**src/rtl/mul_sequencer.sv**
```systemverilog
// Sequential shift-add unsigned multiplier controller that drives an external ALU one step per cycle.
// Optional build macro MUL_ZERO_BYPASS_EN short-circuits a zero operand straight to DONE.
module mul_sequencer #(
    parameter int WIDTH = 32
) (
    input  logic                 clk,
    input  logic                 reset,
    input  logic                 start,
    input  logic [WIDTH-1:0]     multiplicand,
    input  logic [WIDTH-1:0]     multiplier,
    input  logic [WIDTH-1:0]     alu_result,
    input  logic                 alu_cout,
    output logic [WIDTH-1:0]     alu_a,
    output logic [WIDTH-1:0]     alu_b,
    output logic [2:0]           alu_op,
    output logic [2*WIDTH-1:0]   product,
    output logic                 busy,
    output logic                 done
);

    localparam int CountWidth = (WIDTH > 1) ? $clog2(WIDTH) : 1;
    localparam logic [CountWidth-1:0] LastCount = CountWidth'(WIDTH - 1);
    localparam logic [2:0] OpMulStep = 3'b010;
    localparam logic [2:0] OpNone    = 3'b000;

    typedef enum logic [1:0] {
        IDLE,
        CALC,
        DONE
    } stateT;

    stateT                  state;
    logic [WIDTH-1:0]       mcand;
    logic [CountWidth-1:0]  count;

    logic [WIDTH-1:0]       upperHalf;
    logic [WIDTH-1:0]       stepUpper;
    logic                   stepCarry;
    logic [2*WIDTH-1:0]     stepProduct;

    assign upperHalf = product[2*WIDTH-1:WIDTH];
    assign alu_a     = upperHalf;
    assign alu_b     = mcand;

    // One multiply step: optionally add the multiplicand into the upper half,
    // then shift the carry-extended product right so no carry is ever lost.
    always_comb begin
        stepUpper = upperHalf;
        stepCarry = 1'b0;
        if (product[0]) begin
            stepUpper = alu_result;
            stepCarry = alu_cout;
        end
        stepProduct = {stepCarry, stepUpper, product[WIDTH-1:1]};
    end

    // Control FSM; every output apart from the ALU operands is registered here.
    always_ff @(posedge clk) begin
        if (reset) begin
            state   <= IDLE;
            product <= '0;
            mcand   <= '0;
            count   <= '0;
            busy    <= 1'b0;
            done    <= 1'b0;
            alu_op  <= OpNone;
        end else begin
            case (state)
                IDLE: begin
                    done <= 1'b0;
                    if (start) begin
`ifdef MUL_ZERO_BYPASS_EN
                        if ((multiplicand == '0) || (multiplier == '0)) begin
                            product <= '0;
                            mcand   <= multiplicand;
                            count   <= '0;
                            busy    <= 1'b1;
                            done    <= 1'b1;
                            alu_op  <= OpNone;
                            state   <= DONE;
                        end else begin
                            product <= {{WIDTH{1'b0}}, multiplier};
                            mcand   <= multiplicand;
                            count   <= '0;
                            busy    <= 1'b1;
                            alu_op  <= OpMulStep;
                            state   <= CALC;
                        end
`else
                        product <= {{WIDTH{1'b0}}, multiplier};
                        mcand   <= multiplicand;
                        count   <= '0;
                        busy    <= 1'b1;
                        alu_op  <= OpMulStep;
                        state   <= CALC;
`endif
                    end
                end
                CALC: begin
                    product <= stepProduct;
                    count   <= count + 1'b1;
                    if (count == LastCount) begin
                        done   <= 1'b1;
                        alu_op <= OpNone;
                        state  <= DONE;
                    end
                end
                DONE: begin
                    done  <= 1'b0;
                    busy  <= 1'b0;
                    state <= IDLE;
                end
                default: begin
                    state  <= IDLE;
                    busy   <= 1'b0;
                    done   <= 1'b0;
                    alu_op <= OpNone;
                end
            endcase
        end
    end

endmodule

```
**config.mk**
```make
export PLATFORM = sky130hd
export DESIGN_NAME = mul_sequencer
export DESIGN_NICKNAME = d
export VERILOG_FILES = /design/src/rtl/mul_sequencer.sv
export SDC_FILE = /design/constraint.sdc
export NUM_CORES = 1
export LEC_CHECK = 0
export CORE_AREA = 5 5 133 109
export DETAILED_ROUTE_END_ITERATION = 10
export DIE_AREA = 0 0 138 114
export PLACE_DENSITY = 0.76
export SLEW_MARGIN = 5
export SYNTH_ARGS = -nofsm -noshare
export SYNTH_HDL_FRONTEND = slang
export SYNTH_SLANG_ARGS = --single-unit
```
**constraint.sdc**
```tcl
create_clock -name clk -period 1.5 [get_ports clk]
set_input_delay 0.45 -clock clk [delete_from_list [all_inputs] [get_ports clk]]
set_output_delay 0.45 -clock clk [all_outputs]
set_load 0.005 [all_outputs]
```
==> flow_metrics.py, run 1 <==
metrics = {
    "grt": {
        "grt_pass1_vias": 4559,
        "antenna_found_initial": 0,
        "grt_pass1_wl_mm": 24.5,
        "track_usage_pct": 18.8,
        "grt_max_degree": 59,
        "overflow": 0,
    },
    "route": {
        "routed_wl_mm": 15.8,
        "ant_nets": 0,
        "vias": 4723,
        "route.detailed.drc": 0,
        "avgRoutedWirePerCell_um": 16.2,
        "dr.pass1.iters": 4,
        "viasPerCell": 4.85,
        "first_iter_violations": 211,
    },
    "sta": {
        "hold_viol": 0,
        "rsz0062_at_grt": "true",
        "fin_crit_ns": 1.47,
        "setup_viol": 0,
        "whs_ns": 0.452,
        "finalWorstSetupSlack_ns": 0.0259,
        "maxSlewViolCount": 0,
        "timing.final.crit_share_pct": 98.3,
        "finClkSkew_ns": 0.00794,
        "clock.fmax_mhz": 678,
    },
    "clock_network": {
        "cts.sink_count": 106,
        "cts_htree_levels": 3,
        "cts_inserted_buffers": 9,
        "cts-hold-fix-buffers": 0,
        "clockBufferDepth": 2,
        "cts_tree": "built",
        "clkTransAtPathRegs_ns": 0.07,
        "clock-root-buffer": "clkbuf_16",
        "clock_latency_ns": 0.34,
    },
    "die": {
        "core_um2": 13200,
        "die_h_um": 114,
        "rows": 38,
        "dieArea_um2": 15700,
        "die_x_um": 138,
        "num_io_pins": 233,
        "start_util_pct": 35.6,
    },
    "power_and_ir_drop": {
        "power_density_nw_per_um2": 917,
        "switching_share_pct": 25.6,
        "p_int_mw": 5.17,
        "combPwrFrac_pct": 21.2,
        "p_sw_mw": 1.78,
        "power_frac_clock_pct": 33.9,
        "p_leak_nw": 3.43,
        "seqPwrFrac_pct": 44.9,
        "peakVddDrop_uv": 601,
    },
    "synth": {
        "yosysWarnings": 0,
        "synth_seq_area_share_pct": 45.1,
        "syn-instance-count": 580,
        "ys_types": 29,
        "syn-mean-instance-area_um2": 8.11,
        "synth-seq-cells": 106,
        "synth_top_family_by_area": "simple AND/OR/NAND/NOR gates",
        "synthMuxAreaShare_pct": 7.87,
        "synth_compound_area_share_pct": 8.06,
        "synthAdderAreaFrac_pct": 0.532,
        "syn_area_um2": 4700,
        "synthSimpleGateAreaFrac_pct": 26.8,
        "synthXorXnorAreaFrac_pct": 0,
    },
    "placed_design": {
        "pre_cts_ws_ns": -0.395,
        "gp_congestion": 0.794,
        "io_buffers": 230,
        "dpl.hpwl_mm": 10.6,
        "placed_area_um2": 7050,
    },
    "min_path": {
        "hold_path_class": "register to register",
        "holdCritStartpoint": "alu_b[28]",
    },
    "final_layout": {
        "antenna_cells": 0,
        "stdcell_area_um2": 7580,
        "area_delta_synth_final_pct": 61.2,
        "finalCoreUtilization_pct": 57.4,
        "drive_above_1_share_pct": 19.8,
        "num-nets-final": 891,
    },
    "critical_path": {
        "cp-startpoint": "start",
        "critPathKind": "input pin to register",
        "cp-end-kind": "register",
        "crit_path_start_kind": "input pin",
        "worstPathMaxFanout": 6,
        "r2r_cells": 4,
        "critPathCapture": "product[28]",
        "crit_arrival_ns": 1.70,
        "r2r-start": "state[0]",
        "r2r_slack_ns": 0.04,
        "r2r_end": "product[28]",
        "required_ns": 1.73,
    },
    "status": {
        "status": "completed",
    },
    "flow_run": {
        "drv_cap": 0,
    },
}
-- power groups by stage --
stage	logic, mW	registers, mW	clock network [mW]
2_1_floorplan	0.663	3.18	0
3_3_place_gp	1.48	3.18	0
3_5_place_dp	1.49	3.19	0
4_1_cts	1.45	3.12	2.45
5_1_grt	1.60	3.15	2.56
6_report	1.47	3.12	2.36
-- state kept, by name (all words and copies together) (netlist names) --
name	cells
alu_b	32
product	64
alu_op	1
state	2
done	1
busy	1
count	5
-- layout by cell type, fill, tap and decap left out, types with 12 or more instances in the layout --
master and count:
dfxtp_2 49, nor2_1 67, a21oi_1 67, mux2_2 32
nand3_1 36, clkdlybuf4s50_1 97, nor4_1 31, buf_4 34
dlygate4sd2_1 120, nand2_1 98, dfxtp_1 54, clkdlybuf4s15_1 12
nor3_1 33
-- cell usage after synthesis (all sizes together) --
master / instances / area, um2
nand2: 98 / 368
nand3b: 1 / 7.51
clkbuf: 16 / 60.1
nor3: 33 / 165
a211oi: 2 / 15.0
dfxtp: 106 / 2120
or3b: 1 / 8.76
o21bai: 1 / 7.51
ha: 2 / 25.0
a31oi: 1 / 6.26
conb: 1 / 3.75
nor4: 32 / 200
a21o: 1 / 7.51
and3: 1 / 6.26
nand2b: 4 / 25.0
nand3: 36 / 180
nor2: 68 / 255
o21a: 1 / 7.51
mux2i: 1 / 10.0
mux2: 32 / 360
inv: 1 / 3.75
nand4: 1 / 6.26
nor3b: 3 / 27.5
buf: 68 / 477
nor2b: 2 / 12.5
a21oi: 67 / 335
-- repair_timing --
| item | 4_1_cts | 5_1_grt |
|---|---|---|
| setup endpoints to repair | 205 | 19 |
| resized for setup | 199 | 8 |
| buffers inserted | 19 | 1 |
| gates cloned | 3 | 2 |
| pin swaps | 1 | 2 |
-- area by class of cell --
cell class	count	area, um2
timing repair buffer	281	2790
inverter	1	3.75
clock buffer	12	246
multi-input combinational	390	2070
fill	1259	5640
sequential	106	2190
clock inverter	4	51.3
tap	180	225
-- layer usage --
metal / track usage (%) / vias to the layer above / routed length (um)
li1: - / 2342 / -
met1: 23.4 / 2185 / 6770
met2: 31.5 / 185 / 7400
met3: 7.38 / 11 / 1460
met4: 3.69 / 0 / 116
met5: 0 / - / 0
-- critical path: stages --
cell           delay [ns]
dlygate4sd2_1        0.25
or3b_4               0.38
bufbuf_16            0.31
nor2_1               0.04
nor4_1               0.27
-- cell families (layout without fill, tap and decap cells) --
kind of cell	Yosys count	count (layout)
flops	106	106
buf+inv	85	298
other cells	1	2
fa+ha+maj	2	2
simple gates	280	280
compound gates	73	73
mux	33	33
-- through the flow --
| step | TNS [ns] | std cells | total power [mW] |
|---|---|---|---|
| 3_3_place_gp | -36.57 | 933 | 4.66 |
| 5_1_grt | -0.0520 | 974 | 7.31 |
| 4_1_cts | 0 | 971 | 7.02 |
| 2_1_floorplan | 0 | 581 | 3.84 |
| 6_report | 0 | 974 | 6.95 |
| 3_5_place_dp | -36.61 | 933 | 4.67 |
-- worst min path at each step --
stage	to	depth (start not counted)	slack, ns
after floorplan	busy	2	0.45
after global placement	alu_b[6]	2	0.44
after detailed placement	alu_b[31]	2	0.45
after CTS	alu_b[28]	2	0.45
after global routing	alu_b[28]	2	0.46
final	alu_b[28]	2	0.45
Note: power is estimated with default switching activity, not from simulation.
==> run 2: changes to the inputs <==
--- a/config.mk
+++ b/config.mk
@@ -9,6 +9,7 @@
 export DETAILED_ROUTE_END_ITERATION = 10
 export DIE_AREA = 0 0 138 114
 export PLACE_DENSITY = 0.76
+export RECOVER_POWER = 100
 export SLEW_MARGIN = 5
 export SYNTH_ARGS = -nofsm -noshare
 export SYNTH_HDL_FRONTEND = slang
==> results of run 2 <==
Same layout as run 1: the final DEF is identical, and so are final timing and power.
==> run 3: changes to the inputs <==
--- a/config.mk
+++ b/config.mk
@@ -5,9 +5,10 @@
 export SDC_FILE = /design/constraint.sdc
 export NUM_CORES = 1
 export LEC_CHECK = 0
-export CORE_AREA = 5 5 133 109
+export ABC_AREA = 0
+export CORE_AREA = 2 2 130 106
 export DETAILED_ROUTE_END_ITERATION = 10
-export DIE_AREA = 0 0 138 114
+export DIE_AREA = 0 0 132 108
 export PLACE_DENSITY = 0.76
 export RECOVER_POWER = 100
 export SLEW_MARGIN = 5
==> flow_metrics.py, run 3 (same netlist as run 1, synthesis figures left out) <==
metrics = {
    "status": {
        "status": "completed",
    },
    "clock_network": {
        "clockBufferDepth": 2,
        "cts_inserted_buffers": 9,
        "clock_latency_ns": 0.33,
        "cts.sink_count": 106,
        "clock-root-buffer": "clkbuf_16",
        "cts_tree": "built",
        "clkTransAtPathRegs_ns": 0.07,
        "cts_htree_levels": 3,
    },
    "power_and_ir_drop": {
        "power_density_nw_per_um2": 924,
        "p_leak_nw": 3.42,
        "combPwrFrac_pct": 20.9,
        "switching_share_pct": 25.8,
        "p_int_mw": 5.14,
        "seqPwrFrac_pct": 45.0,
        "p_sw_mw": 1.78,
        "peakVddDrop_uv": 596,
        "power_frac_clock_pct": 34.2,
    },
    "final_layout": {
        "most-common-layout-cells": "dlygate4sd2_1, nand2_1, clkdlybuf4s50_1",
        "num-nets-final": 901,
        "drive_above_1_share_pct": 15.2,
        "regMostFlops": "product",
        "area_delta_synth_final_pct": 59.1,
        "layout_commonest_cell": "dlygate4sd2_1",
        "antenna_cells": 0,
        "largest_reg_flops": 64,
        "stdcell_area_um2": 7480,
        "fillers": 1177,
    },
    "sta": {
        "timing.final.crit_share_pct": 97.5,
        "maxSlewViolCount": 0,
        "hold_viol": 0,
        "finClkSkew_ns": 0.00597,
        "fin_crit_ns": 1.46,
        "rsz0062_at_grt": "false",
        "setup_viol": 0,
        "whs_ns": 0.455,
        "clock.fmax_mhz": 684,
        "finalWorstSetupSlack_ns": 0.0374,
    },
    "grt": {
        "grt_pass1_wl_mm": 24.2,
        "antenna_found_initial": 0,
        "grt_pass1_vias": 4736,
        "met3_usage_pct": 7.36,
        "grt_use_met2_pct": 37.4,
        "grt_max_degree": 37,
        "track_usage_pct": 21.1,
        "grt_util_met1_pct": 24.6,
        "overflow": 0,
        "top_usage_layer": "met2",
    },
    "critical_path": {
        "r2r_slack_ns": 0.06,
        "worstPathMaxFanout": 3,
        "cp-end-kind": "output port",
        "crit_arrival_ns": 1.01,
        "critPathCapture": "product[55]",
        "r2r_cells": 5,
        "max_stage_delay_ns": 0.35,
        "r2r_end": "product[57]",
        "cp_slowest_cell": "dfxtp_1",
        "crit_path_start_kind": "register",
        "r2r-start": "state[1]",
        "crit_chain": "buf_4, clkdlybuf4s15_1",
        "required_ns": 1.05,
        "critPathKind": "register to output port",
        "cp-startpoint": "product[55]",
    },
    "placed_design": {
        "gp_congestion": 0.804,
        "dpl.hpwl_mm": 10.3,
        "placed_area_um2": 7010,
        "io_buffers": 230,
        "pre_cts_ws_ns": -0.439,
    },
    "route": {
        "route.detailed.drc": 0,
        "first_iter_violations": 270,
        "viasPerCell": 5.00,
        "dr.pass1.iters": 4,
        "vias": 4895,
        "avgRoutedWirePerCell_um": 15.9,
        "routed_wl_mm": 15.5,
        "ant_nets": 0,
    },
    "die": {
        "dieArea_um2": 14300,
        "core_um2": 12800,
        "die_h_um": 108,
        "rows": 37,
        "start_util_pct": 36.7,
        "num_io_pins": 233,
        "die_x_um": 132,
    },
    "min_path": {
        "holdCritStartpoint": "alu_b[23]",
        "hold_path_class": "register to register",
    },
    "flow_run": {
        "drv_cap": 0,
    },
}
-- run 3: cell count changes in the layout (fill, tap and decap cells not counted), moves of 2 or more --
cell	change
buf_4	+8
clkbuf_1	+2
clkbuf_16	-2
clkbuf_2	+3
clkbuf_4	+2
dfxtp_1	+41
dfxtp_2	-38
dfxtp_4	-3
-- run 3: power by group through the flow --
stage	logic (mW)	clock network, mW	registers (mW)
6_report	1.44	2.36	3.11
3_5_place_dp	1.47	0	3.19
2_1_floorplan	0.663	0	3.18
3_3_place_gp	1.45	0	3.18
4_1_cts	1.47	2.42	3.12
5_1_grt	1.57	2.54	3.14
-- run 3: timing repair --
| item | in CTS | in global routing |
|---|---|---|
| setup endpoints to repair | 229 | 36 |
| gates cloned | 3 | 0 |
| pin swaps | 1 | 1 |
| gates resized for setup | 206 | 5 |
| hold buffers | 0 | 0 |
| buffers inserted | 32 | 2 |
-- run 3: worst min path at each step --
stage	endpoint	slack (ns)	depth (start not counted)
floorplan	busy	0.45	2
global placement	alu_b[8]	0.44	2
detailed placement	alu_b[23]	0.45	2
CTS	alu_b[23]	0.45	2
global route	alu_b[2]	0.48	2
finish	alu_b[23]	0.45	2
-- run 3: area by class of cell --
| class | instances | area [um2] | area share [%] |
|---|---|---|---|
| repair buffers | 291 | 2770 | 36.9 |
| flip-flops and latches | 106 | 2140 | 28.5 |
| multi-input cells | 390 | 2060 | 27.6 |
| clock buffers | 12 | 246 | 3.29 |
| well taps | 175 | 219 | 2.93 |
| clock inverters | 4 | 51.3 | 0.685 |
| inverters | 1 | 3.75 | 0.0502 |
-- run 3: worst max-delay path, delay by kind of cell (launching register included) --
kind | cells | cell delay (ns)
flip-flops | 1 | 0.35
buffers and inverters | 2 | 0.33
-- run 3: metal layers --
| layer | up-vias | wire, um |
|---|---|---|
| li1 | 2369 | - |
| met1 | 2278 | 6300 |
| met2 | 235 | 7460 |
| met3 | 13 | 1580 |
| met4 | 0 | 193 |
| met5 | - | 0 |
-- run 3: metrics by stage --
step	util (%)	total power, mW	std cells	setup TNS, ns
after floorplan	-	3.84	581	0
after global placement	54.7	4.62	926	-36.48
after detailed placement	54.7	4.66	926	-39.62
after CTS	59.2	7.01	977	0
after global routing	58.4	7.25	979	0
final	58.4	6.92	979	0
